===== config.mk =====
export PLATFORM = sky130hd
export DESIGN_NAME = mem_access
export DESIGN_NICKNAME = d
export VERILOG_FILES = /design/src/rtl/mem_access_pkg.sv /design/src/rtl/mem_lane.sv /design/src/rtl/mem_access.sv
export SDC_FILE = /design/constraint.sdc
export NUM_CORES = 1
export LEC_CHECK = 0
export BUFFER_PORTS_ARGS = -buffer_cell sky130_fd_sc_hd__buf_2
export CAP_MARGIN = 20
export CORE_AREA = 2 2 135 137
export CTS_BUF_LIST = sky130_fd_sc_hd__clkbuf_4 sky130_fd_sc_hd__clkbuf_8 sky130_fd_sc_hd__clkbuf_16
export DETAILED_ROUTE_END_ITERATION = 6
export DIE_AREA = 0 0 137 139
export PLACE_DENSITY = 0.72
export SLEW_MARGIN = 30
export SYNTH_ARGS = -nofsm -noshare
export SYNTH_HDL_FRONTEND = slang
export SYNTH_SLANG_ARGS = --single-unit

===== constraint.sdc =====
create_clock -name clk_i -period 12.5 [get_ports clk_i]
set_input_delay 1.25 -clock clk_i [delete_from_list [all_inputs] [get_ports clk_i]]
set_output_delay 1.25 -clock clk_i [all_outputs]
set_load 0.02 [all_outputs]

===== src/rtl/mem_access_pkg.sv =====
// bexkat1Def: shared definitions for the memory-access pipeline stage.
//   mem_op_t   : memory operation code carried with each instruction
//   mem_size_t : access width
//   state_t    : FSM state of mem_access (kept as plain localparams so
//                older code that compares raw state bits keeps working)
//   is_misaligned() : true when an access straddles its natural alignment
package bexkat1Def;

  typedef enum logic [1:0] {
    MEM_NONE  = 2'd0,
    MEM_LOAD  = 2'd1,
    MEM_STORE = 2'd2,
    MEM_RSVD  = 2'd3
  } mem_op_t;

  typedef enum logic [1:0] {
    SIZE_BYTE = 2'd0,
    SIZE_HALF = 2'd1,
    SIZE_WORD = 2'd2,
    SIZE_RSVD = 2'd3
  } mem_size_t;

  typedef logic [1:0] state_t;

  localparam state_t IDLE = 2'd0;
  localparam state_t BUS  = 2'd1;
  localparam state_t HOLD = 2'd2;

  // The unused size encoding behaves like a word everywhere in this stage.
  function automatic logic is_misaligned(input logic [1:0] size,
                                         input logic [1:0] addr_lo);
    logic mis_s;
    case (mem_size_t'(size))
      SIZE_BYTE: mis_s = 1'b0;
      SIZE_HALF: mis_s = addr_lo[0];
      default:   mis_s = (addr_lo != 2'b00);
    endcase
    return mis_s;
  endfunction

endpackage


===== src/rtl/mem_lane.sv =====
// mem_lane: purely combinational byte-lane steering for a big-endian
// 32-bit bus (lane 3 = bits 31:24 = byte offset 0).
//   size        in  2   access width (mem_size_t encoding)
//   addr_lo     in  2   low effective-address bits
//   store_data  in  32  right-aligned store value
//   read_data   in  32  raw bus read data
//   sel         out 4   byte-lane enables
//   write_data  out 32  store value replicated across lanes
//   load_data   out 32  selected lanes, zero-extended
// Half accesses only look at addr_lo[1]; words ignore addr_lo entirely.
module mem_lane
  import bexkat1Def::*;
(
  input  logic [1:0]  size,
  input  logic [1:0]  addr_lo,
  input  logic [31:0] store_data,
  input  logic [31:0] read_data,
  output logic [3:0]  sel,
  output logic [31:0] write_data,
  output logic [31:0] load_data
);

  // Lane select, store replication and load extraction per access width.
  always_comb begin
    sel        = 4'b1111;
    write_data = store_data;
    load_data  = read_data;
    case (mem_size_t'(size))
      SIZE_BYTE: begin
        write_data = {4{store_data[7:0]}};
        case (addr_lo)
          2'd0:    begin sel = 4'b1000; load_data = {24'd0, read_data[31:24]}; end
          2'd1:    begin sel = 4'b0100; load_data = {24'd0, read_data[23:16]}; end
          2'd2:    begin sel = 4'b0010; load_data = {24'd0, read_data[15:8]};  end
          default: begin sel = 4'b0001; load_data = {24'd0, read_data[7:0]};   end
        endcase
      end
      SIZE_HALF: begin
        write_data = {2{store_data[15:0]}};
        if (addr_lo[1]) begin
          sel       = 4'b0011;
          load_data = {16'd0, read_data[15:0]};
        end else begin
          sel       = 4'b1100;
          load_data = {16'd0, read_data[31:16]};
        end
      end
      default: begin
        sel        = 4'b1111;
        write_data = store_data;
        load_data  = read_data;
      end
    endcase
  end

endmodule


===== src/rtl/mem_access.sv =====
// mem_access: memory stage of the bexkat1 pipeline. Non-memory instructions
// flow through with one cycle of latency; loads/stores run one single-beat
// bus transfer while stalling the execute stage.
//   clk_i, rst_i (async, active-high)
//   stall_i / stall_o        : stall from write-back / stall to execute
//   halt, reg_write, bank, ir: passed through with the instruction
//   alu_i, store_i           : effective address / right-aligned store data
//   mem_op_i, mem_size_i     : operation and width (bexkat1Def encodings)
//   sp_data_o                : loaded data or alu_i
//   bus_*                    : single-cycle-ack bus master
//   exc_o                    : misaligned-access exception, only present when
//                              BEXKAT1_MISALIGN_EXC_EN is defined
module mem_access
  import bexkat1Def::*;
(
  input  logic        clk_i,
  input  logic        rst_i,
  input  logic        stall_i,
  output logic        stall_o,
  input  logic        halt_i,
  output logic        halt_o,
  input  logic [1:0]  reg_write_i,
  output logic [1:0]  reg_write_o,
  input  logic [3:0]  bank_i,
  output logic [3:0]  bank_o,
  input  logic [63:0] ir_i,
  output logic [63:0] ir_o,
  input  logic [31:0] alu_i,
  input  logic [31:0] store_i,
  input  logic [1:0]  mem_op_i,
  input  logic [1:0]  mem_size_i,
  output logic [31:0] sp_data_o,
`ifdef BEXKAT1_MISALIGN_EXC_EN
  output logic        exc_o,
`endif
  output logic        bus_cyc_o,
  output logic        bus_we_o,
  output logic [31:0] bus_adr_o,
  output logic [3:0]  bus_sel_o,
  output logic [31:0] bus_dat_o,
  input  logic [31:0] bus_dat_i,
  input  logic        bus_ack_i
);

  state_t      state_r, state_nxt_s;
  logic [31:0] buf_r;
  logic [31:0] load_data_s, result_s;
  logic        is_mem_s, is_store_s, misalign_s, start_s, exc_req_s;

  // Upstream holds its outputs while stall_o is high, so the request
  // inputs stay stable for the whole transfer and drive the bus directly.
  assign is_store_s = (mem_op_t'(mem_op_i) == MEM_STORE);
  assign is_mem_s   = is_store_s || (mem_op_t'(mem_op_i) == MEM_LOAD);
`ifdef BEXKAT1_MISALIGN_EXC_EN
  assign misalign_s = is_misaligned(mem_size_i, alu_i[1:0]);
`else
  assign misalign_s = 1'b0;
`endif
  assign start_s   = (state_r == IDLE) && is_mem_s && !stall_i && !misalign_s;
  assign exc_req_s = (state_r == IDLE) && is_mem_s && !stall_i && misalign_s;
  assign result_s  = is_store_s ? alu_i : load_data_s;

  // Reset gates the cycle strobe so an in-flight transfer is abandoned at once.
  assign bus_cyc_o = !rst_i && (start_s || (state_r == BUS));
  assign bus_we_o  = bus_cyc_o && is_store_s;
  assign bus_adr_o = {alu_i[31:2], 2'b00};

  mem_lane u_lane (
    .size       (mem_size_i),
    .addr_lo    (alu_i[1:0]),
    .store_data (store_i),
    .read_data  (bus_dat_i),
    .sel        (bus_sel_o),
    .write_data (bus_dat_o),
    .load_data  (load_data_s)
  );

  // Stall towards execute. stall_o drops on the edge where the result is
  // loaded (ack in BUS, or stall_i release in HOLD) so upstream advances in
  // the same edge and the instruction is not re-issued from IDLE.
  always_comb begin
    stall_o = 1'b1;
    case (state_r)
      IDLE: begin
        if (start_s) stall_o = 1'b1;
        else         stall_o = stall_i;
      end
      BUS: begin
        if (bus_ack_i && !stall_i) stall_o = 1'b0;
        else                       stall_o = 1'b1;
      end
      HOLD:    stall_o = stall_i;
      default: stall_o = 1'b1;
    endcase
  end

  // Next-state logic.
  always_comb begin
    state_nxt_s = IDLE;
    case (state_r)
      IDLE: begin
        if (start_s) state_nxt_s = BUS;
        else         state_nxt_s = IDLE;
      end
      BUS: begin
        if (bus_ack_i) state_nxt_s = stall_i ? HOLD : IDLE;
        else           state_nxt_s = BUS;
      end
      HOLD: begin
        if (!stall_i) state_nxt_s = IDLE;
        else          state_nxt_s = HOLD;
      end
      default: state_nxt_s = IDLE;
    endcase
  end

  // State register.
  always_ff @(posedge clk_i or posedge rst_i) begin
    if (rst_i) state_r <= IDLE;
    else       state_r <= state_nxt_s;
  end

  // Result buffer: holds an acked result while write-back is stalled.
  always_ff @(posedge clk_i or posedge rst_i) begin
    if (rst_i)                                       buf_r <= 32'd0;
    else if (state_r == BUS && bus_ack_i && stall_i) buf_r <= result_s;
  end

  // Output register: pass-through, bubble, or memory result; holds on stall_i.
  always_ff @(posedge clk_i or posedge rst_i) begin
    if (rst_i) begin
      sp_data_o   <= 32'd0;
      reg_write_o <= 2'd0;
      halt_o      <= 1'b0;
      bank_o      <= 4'd0;
      ir_o        <= 64'd0;
    end else if (!stall_i) begin
      case (state_r)
        IDLE: begin
          if (start_s || exc_req_s) begin
            reg_write_o <= 2'd0;
            halt_o      <= 1'b0;
            ir_o        <= 64'd0;
          end else begin
            sp_data_o   <= alu_i;
            reg_write_o <= reg_write_i;
            halt_o      <= halt_i;
            bank_o      <= bank_i;
            ir_o        <= ir_i;
          end
        end
        BUS: begin
          if (bus_ack_i) begin
            sp_data_o   <= result_s;
            reg_write_o <= reg_write_i;
            halt_o      <= halt_i;
            bank_o      <= bank_i;
            ir_o        <= ir_i;
          end else begin
            reg_write_o <= 2'd0;
            halt_o      <= 1'b0;
            ir_o        <= 64'd0;
          end
        end
        HOLD: begin
          sp_data_o   <= buf_r;
          reg_write_o <= reg_write_i;
          halt_o      <= halt_i;
          bank_o      <= bank_i;
          ir_o        <= ir_i;
        end
        default: begin
          reg_write_o <= 2'd0;
          halt_o      <= 1'b0;
          ir_o        <= 64'd0;
        end
      endcase
    end
  end

`ifdef BEXKAT1_MISALIGN_EXC_EN
  logic exc_r;

  // Exception flag travels with the bubble that replaces the faulting access.
  always_ff @(posedge clk_i or posedge rst_i) begin
    if (rst_i)         exc_r <= 1'b0;
    else if (!stall_i) exc_r <= exc_req_s;
  end

  assign exc_o = exc_r;
`endif

endmodule


Word-level counts from Yosys, hierarchy flattened. Index checks and enable logic that the tools add are counted.

Bitwise gates (word level): 1. Reduce and logical (&&, ||, !) cells: 16. Mux-type cells: 30. Equal/unequal tests: 9.

Operators by type and width (number): one-hot mux 64 bit (3 select lines) (1); two-way mux 64 bit (2); one-hot mux 32 bit (2 select lines) (2); two-way mux 32 bit (3); one-hot mux 32 bit (3 select lines) (1); one-hot mux 4 bit (3 select lines) (2); one-hot mux 8 bit (3 select lines) (1); two-way mux 16 bit (1); two-way mux 4 bit (3); one-hot mux 2 bit (3 select lines) (2); equality test 2 x 1 -> 1 bit, second input constant (4); two-way mux 2 bit (4); one-hot mux 4 bit (2 select lines) (1); logical AND 1 bit (7); equality test 2 bit, second input constant (3); zero test 2 bit (3); one-hot mux 1 bit (3 select lines) (2); two-way mux 1 bit (5); inequality test 2 bit, second input constant (2); AND reduction 4 bit (1); nonzero test 3 bit (1); zero test 1 bit (2); logical OR 1 bit (2); inverter 1 bit (1).

Flip-flop bits (word level): 137. Output and inout bits: 174.

Longest topological paths before layout. Gate-level depths: netlist of the first run.

Depth in word-level cells: 7. Mapped depth: 8.

Cells and area by module. From an unflattened synthesis of the first run, not the netlist that was laid out.

Cell total of the unflattened synthesis: 762. Area total of the unflattened synthesis: 7749.9 um^2.

Modules (own cells, without submodules): mem_access (area each 6742.7 um^2, cells each 636, times used 1, seq. area each 3428.3 um^2); mem_lane (area each 1007.2 um^2, cells each 126, times used 1, seq. area each 0.0 um^2).

Worst setup path before layout of the first run. OpenSTA, ideal clock, no wires.

Path type: in2out. Start: input port mem_op_i[0]. End: output port bus_we_o. Slack: 8.695 ns. Stages: 6. Data required time: 11.250 ns. Path buffers: 0. Data arrival time: 2.555 ns. Cell sequence: inv_1 > ha_1 > nor2b_1 > nand2b_1 > a21oi_1 > and2_1.

Longest elaborated chain between the ends: 7. Elaborated cells between the ends (all ways): 8. Those cells by class: 2 x eq/ne; 6 x reduce/logical.

RTL lines: start: declaration (RTL line mem_access.sv:30) `input logic [1:0] mem_op_i,`; equality test 2 bit / equality test 2 x 1 -> 1 bit (equally long branches) (RTL line mem_access.sv:52, mem_access.sv:53); logical OR 1 bit (*) (RTL line mem_access.sv:53) `assign is_mem_s = is_store_s || (mem_op_t'(mem_op_i) == MEM_LOAD);`; logical AND 1 bit (*) (2 in a row); logical OR 1 bit (*) (RTL line mem_access.sv:64) `assign bus_cyc_o = !rst_i && (start_s || (state_r == BUS));`; logical AND 1 bit (*) (RTL line mem_access.sv:64); net bus_cyc_o (RTL line mem_access.sv:36) `output logic bus_cyc_o,`; logical AND 1 bit (*) (RTL line mem_access.sv:65) `assign bus_we_o = bus_cyc_o && is_store_s;`; end: declaration (RTL line mem_access.sv:37) `output logic bus_we_o,`.

The timed path passes the listed nets; every way through them passes the cells marked *.

Worst setup path after layout of the first run.
Start: input port mem_size_i[1]. End: output port bus_dat_o[13].

Longest elaborated chain between the ends: 2. Elaborated cells between the ends (all ways): 3. Those cells by class: 1 x eq/ne; 1 x mux; 1 x reduce/logical.

RTL lines: start: declaration (RTL line mem_access.sv:31) `input logic [1:0] mem_size_i,`; equality test 2 x 1 -> 1 bit / zero test 2 bit (equally long branches) (RTL line mem_lane.sv:28) `case (mem_size_t'(size))`; one-hot mux 32 bit (2 select lines) (*) (RTL line mem_lane.sv:28); end: declaration (RTL line mem_access.sv:40) `output logic [31:0] bus_dat_o,`.

Mark *: on every way between the ends. The rest lies on a longest branch, timed or not.

==> impl_metrics.py, run 1 <==
metrics = {
    "status": {
        "status": "complete, no violations",
    },
    "detailed_routing": {
        "wire_per_inst_um": 18.2,
        "vias": 6618,
        "drc": 0,
        "wl_mm": 22.8,
        "via_per_inst": 5.29,
        "ant_nets": 0,
        "dr.pass1.iters": 5,
        "drt_iter0_drc": 431,
    },
    "cells_and_area": {
        "seqCellArea_mm2": 0.00343,
        "fillers": 1624,
        "final_nets": 1188,
        "drive_gt1_share_pct": 40.3,
        "n_antenna_cell": 0,
        "syn_to_final_growth_pct": 31.4,
        "multiInputGateArea_mm2": 0.00301,
        "layout.cells.non_filler": 1250,
    },
    "synth": {
        "synth_area_leaders": "dfrtp_1 (49%), a22o_1 (10%), nand2_1 (7.9%), buf_4 (4.3%), o21ai_0 (3.5%)",
        "synth_edf_count": 0,
        "yosysMostFrequentCell": "nand2_1",
        "ys_async_sr_fraction_pct": 100,
        "ys.flop_type": "dfrtp_1",
        "yosys_warnings": 0,
        "netlist_area_mm2": 0.00696,
        "yosys.area.top_type": "dfrtp_1",
        "syn_area_per_cell_um2": 9.53,
        "synth_top_area_share_pct": 49.3,
        "yosys_register_bits": 137,
        "synthTopCellsByCount": "nand2_1 (147), dfrtp_1 (137), a22o_1 (82), o21ai_0 (49), clkbuf_1 (47)",
        "synth_cells": 730,
        "ys_types": 39,
        "yosysSeqAreaShare_pct": 49.3,
    },
    "floorplan": {
        "die_area_mm2": 0.0190,
        "start_util_pct": 39.4,
        "io-pin-count": 349,
        "rows": 49,
        "core_area_mm2": 0.0177,
        "fp.dieH_um": 139,
        "die_x_um": 137,
    },
    "power": {
        "leakagePower_nw": 4.78,
        "p_total_mw": 1.75,
        "cellPowerDensity_mw_per_mm2": 191,
        "max-vdd-ir-drop_mv": 0.0924,
    },
    "hold_path": {
        "whs_path_depth": 2,
        "min_to": "buf_r[8]",
        "hold_class": "register to register",
        "hp-start": "buf_r[8]",
    },
    "sta": {
        "hold_viol": 0,
        "timing.max_slew.rel_slack_pct": 47.9,
        "finalSetupViolCount": 0,
        "finalCritPeriodShare_pct": 32.6,
        "worstMarginPinSlew_ns": 0.782,
        "layout_min_cycle_time_ns": 4.07,
        "tns_ns": 0,
        "max_freq_ghz": 0.245,
        "slew_viol_final": 0,
        "timing.hold.ws_ns": 0.469,
        "finClkSkew_ns": 0.00846,
        "fin_ws_ns": 8.43,
        "rsz0062_at_grt": "no",
    },
    "run": {
        "cap_violations": 0,
    },
    "critical_path": {
        "reg2reg_to": "sp_data_o[6]",
        "crit_type": "input pin to output port",
        "crit_path_end_kind": "output port",
        "cp.required_ns": 11.25,
        "cp_max_fo": 37,
        "ff2ff_setup_slack_ns": 9.70,
        "r2r_cells": 8,
        "critPathArrivalTime_ns": 2.82,
        "reg2reg_from": "state_r[1]",
        "worstSetupStartpointType": "input pin",
    },
    "clock_network": {
        "cts_root_buffer": "clkbuf_16",
        "cts-buffers-inserted": 17,
        "clock_latency_ns": 0.41,
        "cts_sinks": 137,
        "htreeDepth": 4,
        "cts-resized-gates": 0,
        "clk_path_buf_depth": 2,
        "cts_tree": "yes",
        "postCtsHoldBufs": 0,
        "cts_setup_buffers": 0,
        "worst_setup_hold_path_clk_slew_ns": 0.06,
    },
    "placement": {
        "place_congestion": 0.855,
        "portBuffers": 346,
        "dp.cells": 1218,
        "post-place-ws_ns": 8.40,
        "dp_hpwl_mm": 16.2,
    },
    "global_route": {
        "grt_pass1_wl_mm": 35.9,
        "antenna_found_initial": 0,
        "grt_pass1_vias": 6530,
        "grt_overflow": 0,
        "grt_max_degree": 77,
        "grtUsageTotal_pct": 24.2,
    },
}
where the power goes:
part / switching, mW / total [mW] / internal [mW]
Sequential: 0.0736 / 0.660 / 0.586
Combinational: 0.390 / 0.603 / 0.213
Clock: 0.205 / 0.488 / 0.283
sequential cells by signal, indices dropped and copies added (netlist names):
signal       cells
sp_data_o       32
bank_o           4
buf_r           32
ir_o            64
state_r          2
reg_write_o      2
halt_o           1
layer usage:
metal,GRT usage (%),routed length (um),vias up
li1,-,-,3125
met2,41.7,11800,276
met3,5.67,1360,35
met1,29.5,9020,3182
met5,0,0,-
met4,8.08,584,0
cell type report:
type | count | share of cell area, %
Clock buffer | 18 | 4.80
Clock inverter | 14 | 1.50
Inverter | 6 | 0.301
Multi-Input combinational cell | 489 | 32.9
Sequential cell | 137 | 37.5
Tap cell | 229 | 3.13
Timing Repair Buffer | 357 | 19.9
layout by cell type, fill, tap and decap left out, types with 14 or more instances in the layout:
cell | netlist | layout
nor2_1 | 32 | 32
nand3_1 | 17 | 17
mux2i_1 | 16 | 16
mux2_2 | 16 | 16
dfrtp_1 | 137 | 137
buf_2 | 4 | 346
o21ai_0 | 49 | 49
clkbuf_16 | 0 | 17
a22o_1 | 82 | 82
a221oi_1 | 14 | 14
nand2_1 | 147 | 147
a21oi_1 | 29 | 29
logic make-up after synthesis:
family	after synthesis	share of synthesized area, %
and+or+nand+nor	240	14.9
AOI/OAI and AO/OA	210	22.1
DFF	137	49.3
buffers and inverters	105	7.91
muxes	32	4.89
adders and majority gates	5	0.899
other	1	0.0539
stage by stage:
step	area, um2	util (%)
after global routing	9150	51.8
final	9150	51.8
after global placement	8560	48.5
after CTS	9140	51.8
after floorplan	6960	-
after detailed placement	8570	48.5
worst max-delay path, stage by stage:
cell    delay [ns]
buf_2         0.31
nor2_1        0.67
mux2_2        0.40
buf_2         0.17
worst max-delay path by stage:
stage,startpoint,endpoint,slack [ns],cells past startpoint
floorplan,rst_i,bank_o[0],7.58,1
global placement,mem_size_i[1],bus_dat_o[13],8.46,4
detailed placement,mem_size_i[1],bus_dat_o[13],8.40,4
CTS,mem_size_i[1],bus_dat_o[13],8.40,4
global route,mem_size_i[1],bus_dat_o[13],8.30,4
finish,mem_size_i[1],bus_dat_o[13],8.43,4
Note: power is estimated with default switching activity, not from simulation.
==> run 2, diff against run 1 <==
--- a/config.mk
+++ b/config.mk
@@ -5,13 +5,14 @@
 export SDC_FILE = /design/constraint.sdc
 export NUM_CORES = 1
 export LEC_CHECK = 0
+export ABC_AREA = 1
 export BUFFER_PORTS_ARGS = -buffer_cell sky130_fd_sc_hd__buf_2
 export CAP_MARGIN = 20
-export CORE_AREA = 2 2 135 137
+export CORE_ASPECT_RATIO = 0.9
+export CORE_UTILIZATION = 43
 export CTS_BUF_LIST = sky130_fd_sc_hd__clkbuf_4 sky130_fd_sc_hd__clkbuf_8 sky130_fd_sc_hd__clkbuf_16
 export DETAILED_ROUTE_END_ITERATION = 6
-export DIE_AREA = 0 0 137 139
-export PLACE_DENSITY = 0.72
+export PLACE_DENSITY = 0.79
 export SLEW_MARGIN = 30
 export SYNTH_ARGS = -nofsm -noshare
 export SYNTH_HDL_FRONTEND = slang
==> constraint.sdc (replaced) <==
create_clock -name clk_i -period 3.69 [get_ports clk_i]
set_input_delay 0.369 -clock clk_i [delete_from_list [all_inputs] [get_ports clk_i]]
set_output_delay 0.369 -clock clk_i [all_outputs]
set_load 0.02 [all_outputs]
==> run 2 against run 1 <==
Highest routed layer unchanged. Utilization rose by 4.9 points. Synthesized cell count rose by 24%. Clock power rose to 3.5 times the previous value. Flip-flop and latch count did not move. Critical endpoint is now sp_data_o[31]. Cell area rose by 5.1%. Largest power group unchanged. Clock skew rose by 0.0051 ns. Cell count rose by 15%. Power rose to 3.5 times the previous value. Sequential share of layout area fell by 1.8 points. Combinational power rose to 3.6 times the previous value.
==> impl_metrics.py, run 2 <==
metrics = {
    "status": {
        "status": "complete, no violations",
    },
    "synth": {
        "ys_async_sr_fraction_pct": 100,
        "ys.flop_type": "dfrtp_1",
        "yosysSeqAreaShare_pct": 45.8,
        "synth_area_leaders": "dfrtp_1 (46%), nand2_1 (16%), a32o_1 (9.0%), a21oi_1 (4.7%), buf_4 (4.6%)",
        "yosys_register_bits": 137,
        "yosys.area.top_type": "dfrtp_1",
        "synth_edf_count": 0,
        "synthTopCellsByCount": "nand2_1 (322), dfrtp_1 (137), a21oi_1 (71), a32o_1 (67), inv_1 (59)",
        "yosysMostFrequentCell": "nand2_1",
        "yosys_warnings": 0,
        "netlist_area_mm2": 0.00748,
        "ys_types": 28,
        "synth_cells": 904,
        "synth_top_area_share_pct": 45.8,
        "syn_area_per_cell_um2": 8.28,
    },
    "clock_network": {
        "cts-buffers-inserted": 17,
        "cts_setup_buffers": 0,
        "cts-resized-gates": 0,
        "cts_sinks": 137,
        "postCtsHoldBufs": 1,
        "clk_path_buf_depth": 2,
        "clock_latency_ns": 0.42,
        "htreeDepth": 4,
        "worst_setup_hold_path_clk_slew_ns": 0.06,
        "cts_tree": "yes",
        "cts_root_buffer": "clkbuf_16",
    },
    "critical_path": {
        "cp.required_ns": 3.99,
        "crit_type": "register to register",
        "worstSetupStartpointType": "register",
        "cp_max_fo": 42,
        "crit_path_end": "sp_data_o[31]",
        "reg2reg_to": "sp_data_o[31]",
        "r2r_cells": 8,
        "ff2ff_setup_slack_ns": 1.38,
        "crit_path_end_kind": "register",
        "reg2reg_from": "state_r[0]",
        "crit_start": "state_r[0]",
        "critPathArrivalTime_ns": 2.60,
    },
    "global_route": {
        "grt_pass1_vias": 7077,
        "grt_max_degree": 72,
        "antenna_found_initial": 3,
        "grtUsageTotal_pct": 26.6,
        "grt_pass1_wl_mm": 36.7,
        "grt_overflow": 0,
    },
    "power": {
        "max-vdd-ir-drop_mv": 0.357,
        "clkPwrFrac_pct": 27.5,
        "p_total_mw": 6.14,
        "p_comb_share_pct": 35.7,
        "leakagePower_nw": 5.26,
        "cellPowerDensity_mw_per_mm2": 639,
        "seqPwrFrac_pct": 36.8,
        "p_sw_mw": 2.41,
        "p_int_mw": 3.73,
        "switching_share_pct": 39.2,
    },
    "placement": {
        "dp_hpwl_mm": 17.2,
        "dp.cells": 1400,
        "portBuffers": 346,
        "place_congestion": 0.888,
        "post-place-ws_ns": 1.41,
    },
    "run": {
        "cap_violations": 0,
    },
    "cells_and_area": {
        "layout_commonest_cell": "buf_2",
        "drive_gt1_share_pct": 36.3,
        "layout_common_cells": "buf_2 (346), nand2_1 (321), dfrtp_1 (137)",
        "layout.cells.non_filler": 1436,
        "largest-register": "ir_o",
        "syn_to_final_growth_pct": 28.5,
        "largest_reg_flops": 64,
        "top_regs": "ir_o x64, buf_r x32, sp_data_o x32",
        "final_nets": 1365,
    },
    "floorplan": {
        "die_x_um": 141,
        "io-pin-count": 349,
        "fp.dieH_um": 127,
        "die_area_mm2": 0.0179,
        "rows": 45,
        "core_area_mm2": 0.0169,
        "start_util_pct": 44.1,
    },
    "sta": {
        "worstMarginPinSlew_ns": 0.832,
        "layout_min_cycle_time_ns": 2.31,
        "slew_viol_final": 0,
        "tns_ns": 0,
        "timing.hold.ws_ns": 0.147,
        "fin_ws_ns": 1.38,
        "max_freq_ghz": 0.433,
        "finClkSkew_ns": 0.0136,
        "rsz0062_at_grt": "no",
        "timing.max_slew.rel_slack_pct": 44.5,
        "hold_viol": 0,
        "finalSetupViolCount": 0,
        "finalCritPeriodShare_pct": 62.5,
    },
    "detailed_routing": {
        "wire_per_inst_um": 16.6,
        "dr.pass1.iters": 5,
        "via_per_inst": 5.26,
        "vias": 7560,
        "drc": 0,
        "drt_iter0_drc": 551,
        "wl_mm": 23.9,
        "ant_nets": 0,
    },
    "hold_path": {
        "hold_class": "input pin to register",
        "hp-start": "bank_i[2]",
    },
}
## run 2: area by class of cell
class,count,area (um2)
Timing Repair Buffer,361,1860
Tap cell,235,294
Multi-Input combinational cell,602,3180
Clock inverter,15,159
Sequential cell,137,3430
Clock buffer,17,425
Antenna cell,3,7.51
Inverter,66,267
Fill cell,1513,7330
## run 2: logic make-up after synthesis
kind of cell	synth area share [%]
DFF	45.8
and+or+nand+nor	21.2
muxes	3.61
other	0.0501
adders and majority gates	0.836
buffers and inverters	12.0
AOI/OAI and AO/OA	16.5
## run 2: worst min-delay path by stage
stage | end | depth (start not counted) | slack (ns)
2_1_floorplan | bank_o[0] | 2 | 0.48
3_3_place_gp | sp_data_o[11] | 2 | 0.28
3_5_place_dp | sp_data_o[11] | 2 | 0.28
4_1_cts | bank_o[2] | 3 | 0.13
5_1_grt | bank_o[1] | 3 | 0.15
6_report | bank_o[2] | 3 | 0.15
## run 2: layer usage
| layer | global-route usage (%) | share of wire, % | up-vias |
|---|---|---|---|
| met3 | 6.67 | 8.5 | 66 |
| met1 | 33.0 | 39 | 3561 |
| met5 | 0 | 0 | - |
| met2 | 42.1 | 47 | 395 |
| li1 | - | - | 3538 |
| met4 | 16.4 | 5.1 | 0 |
## run 2: critical path: stages (launching register included)
cell	delay, ns
dfrtp_1	0.39
inv_1	0.08
ha_1	0.80
clkinv_1	0.15
buf_4	0.32
a21oi_1	0.20
a21oi_1	0.09
o21ai_1	0.09
nand2_1	0.07
## run 2: per-stage QoR
step	cell area (um2)	utilization [%]
after floorplan	7490	-
after global placement	9010	53.2
after detailed placement	9010	53.2
after CTS	9610	56.7
after global routing	9610	56.7
final	9620	56.7
## run 2: power by group through the flow
stage	Clock [mW]	Combinational (mW)	Sequential (mW)
2_1_floorplan	0	1.10	2.64
3_3_place_gp	0	2.16	2.26
3_5_place_dp	0	2.19	2.27
4_1_cts	1.72	2.20	2.26
5_1_grt	1.78	2.38	2.32
6_report	1.69	2.19	2.26
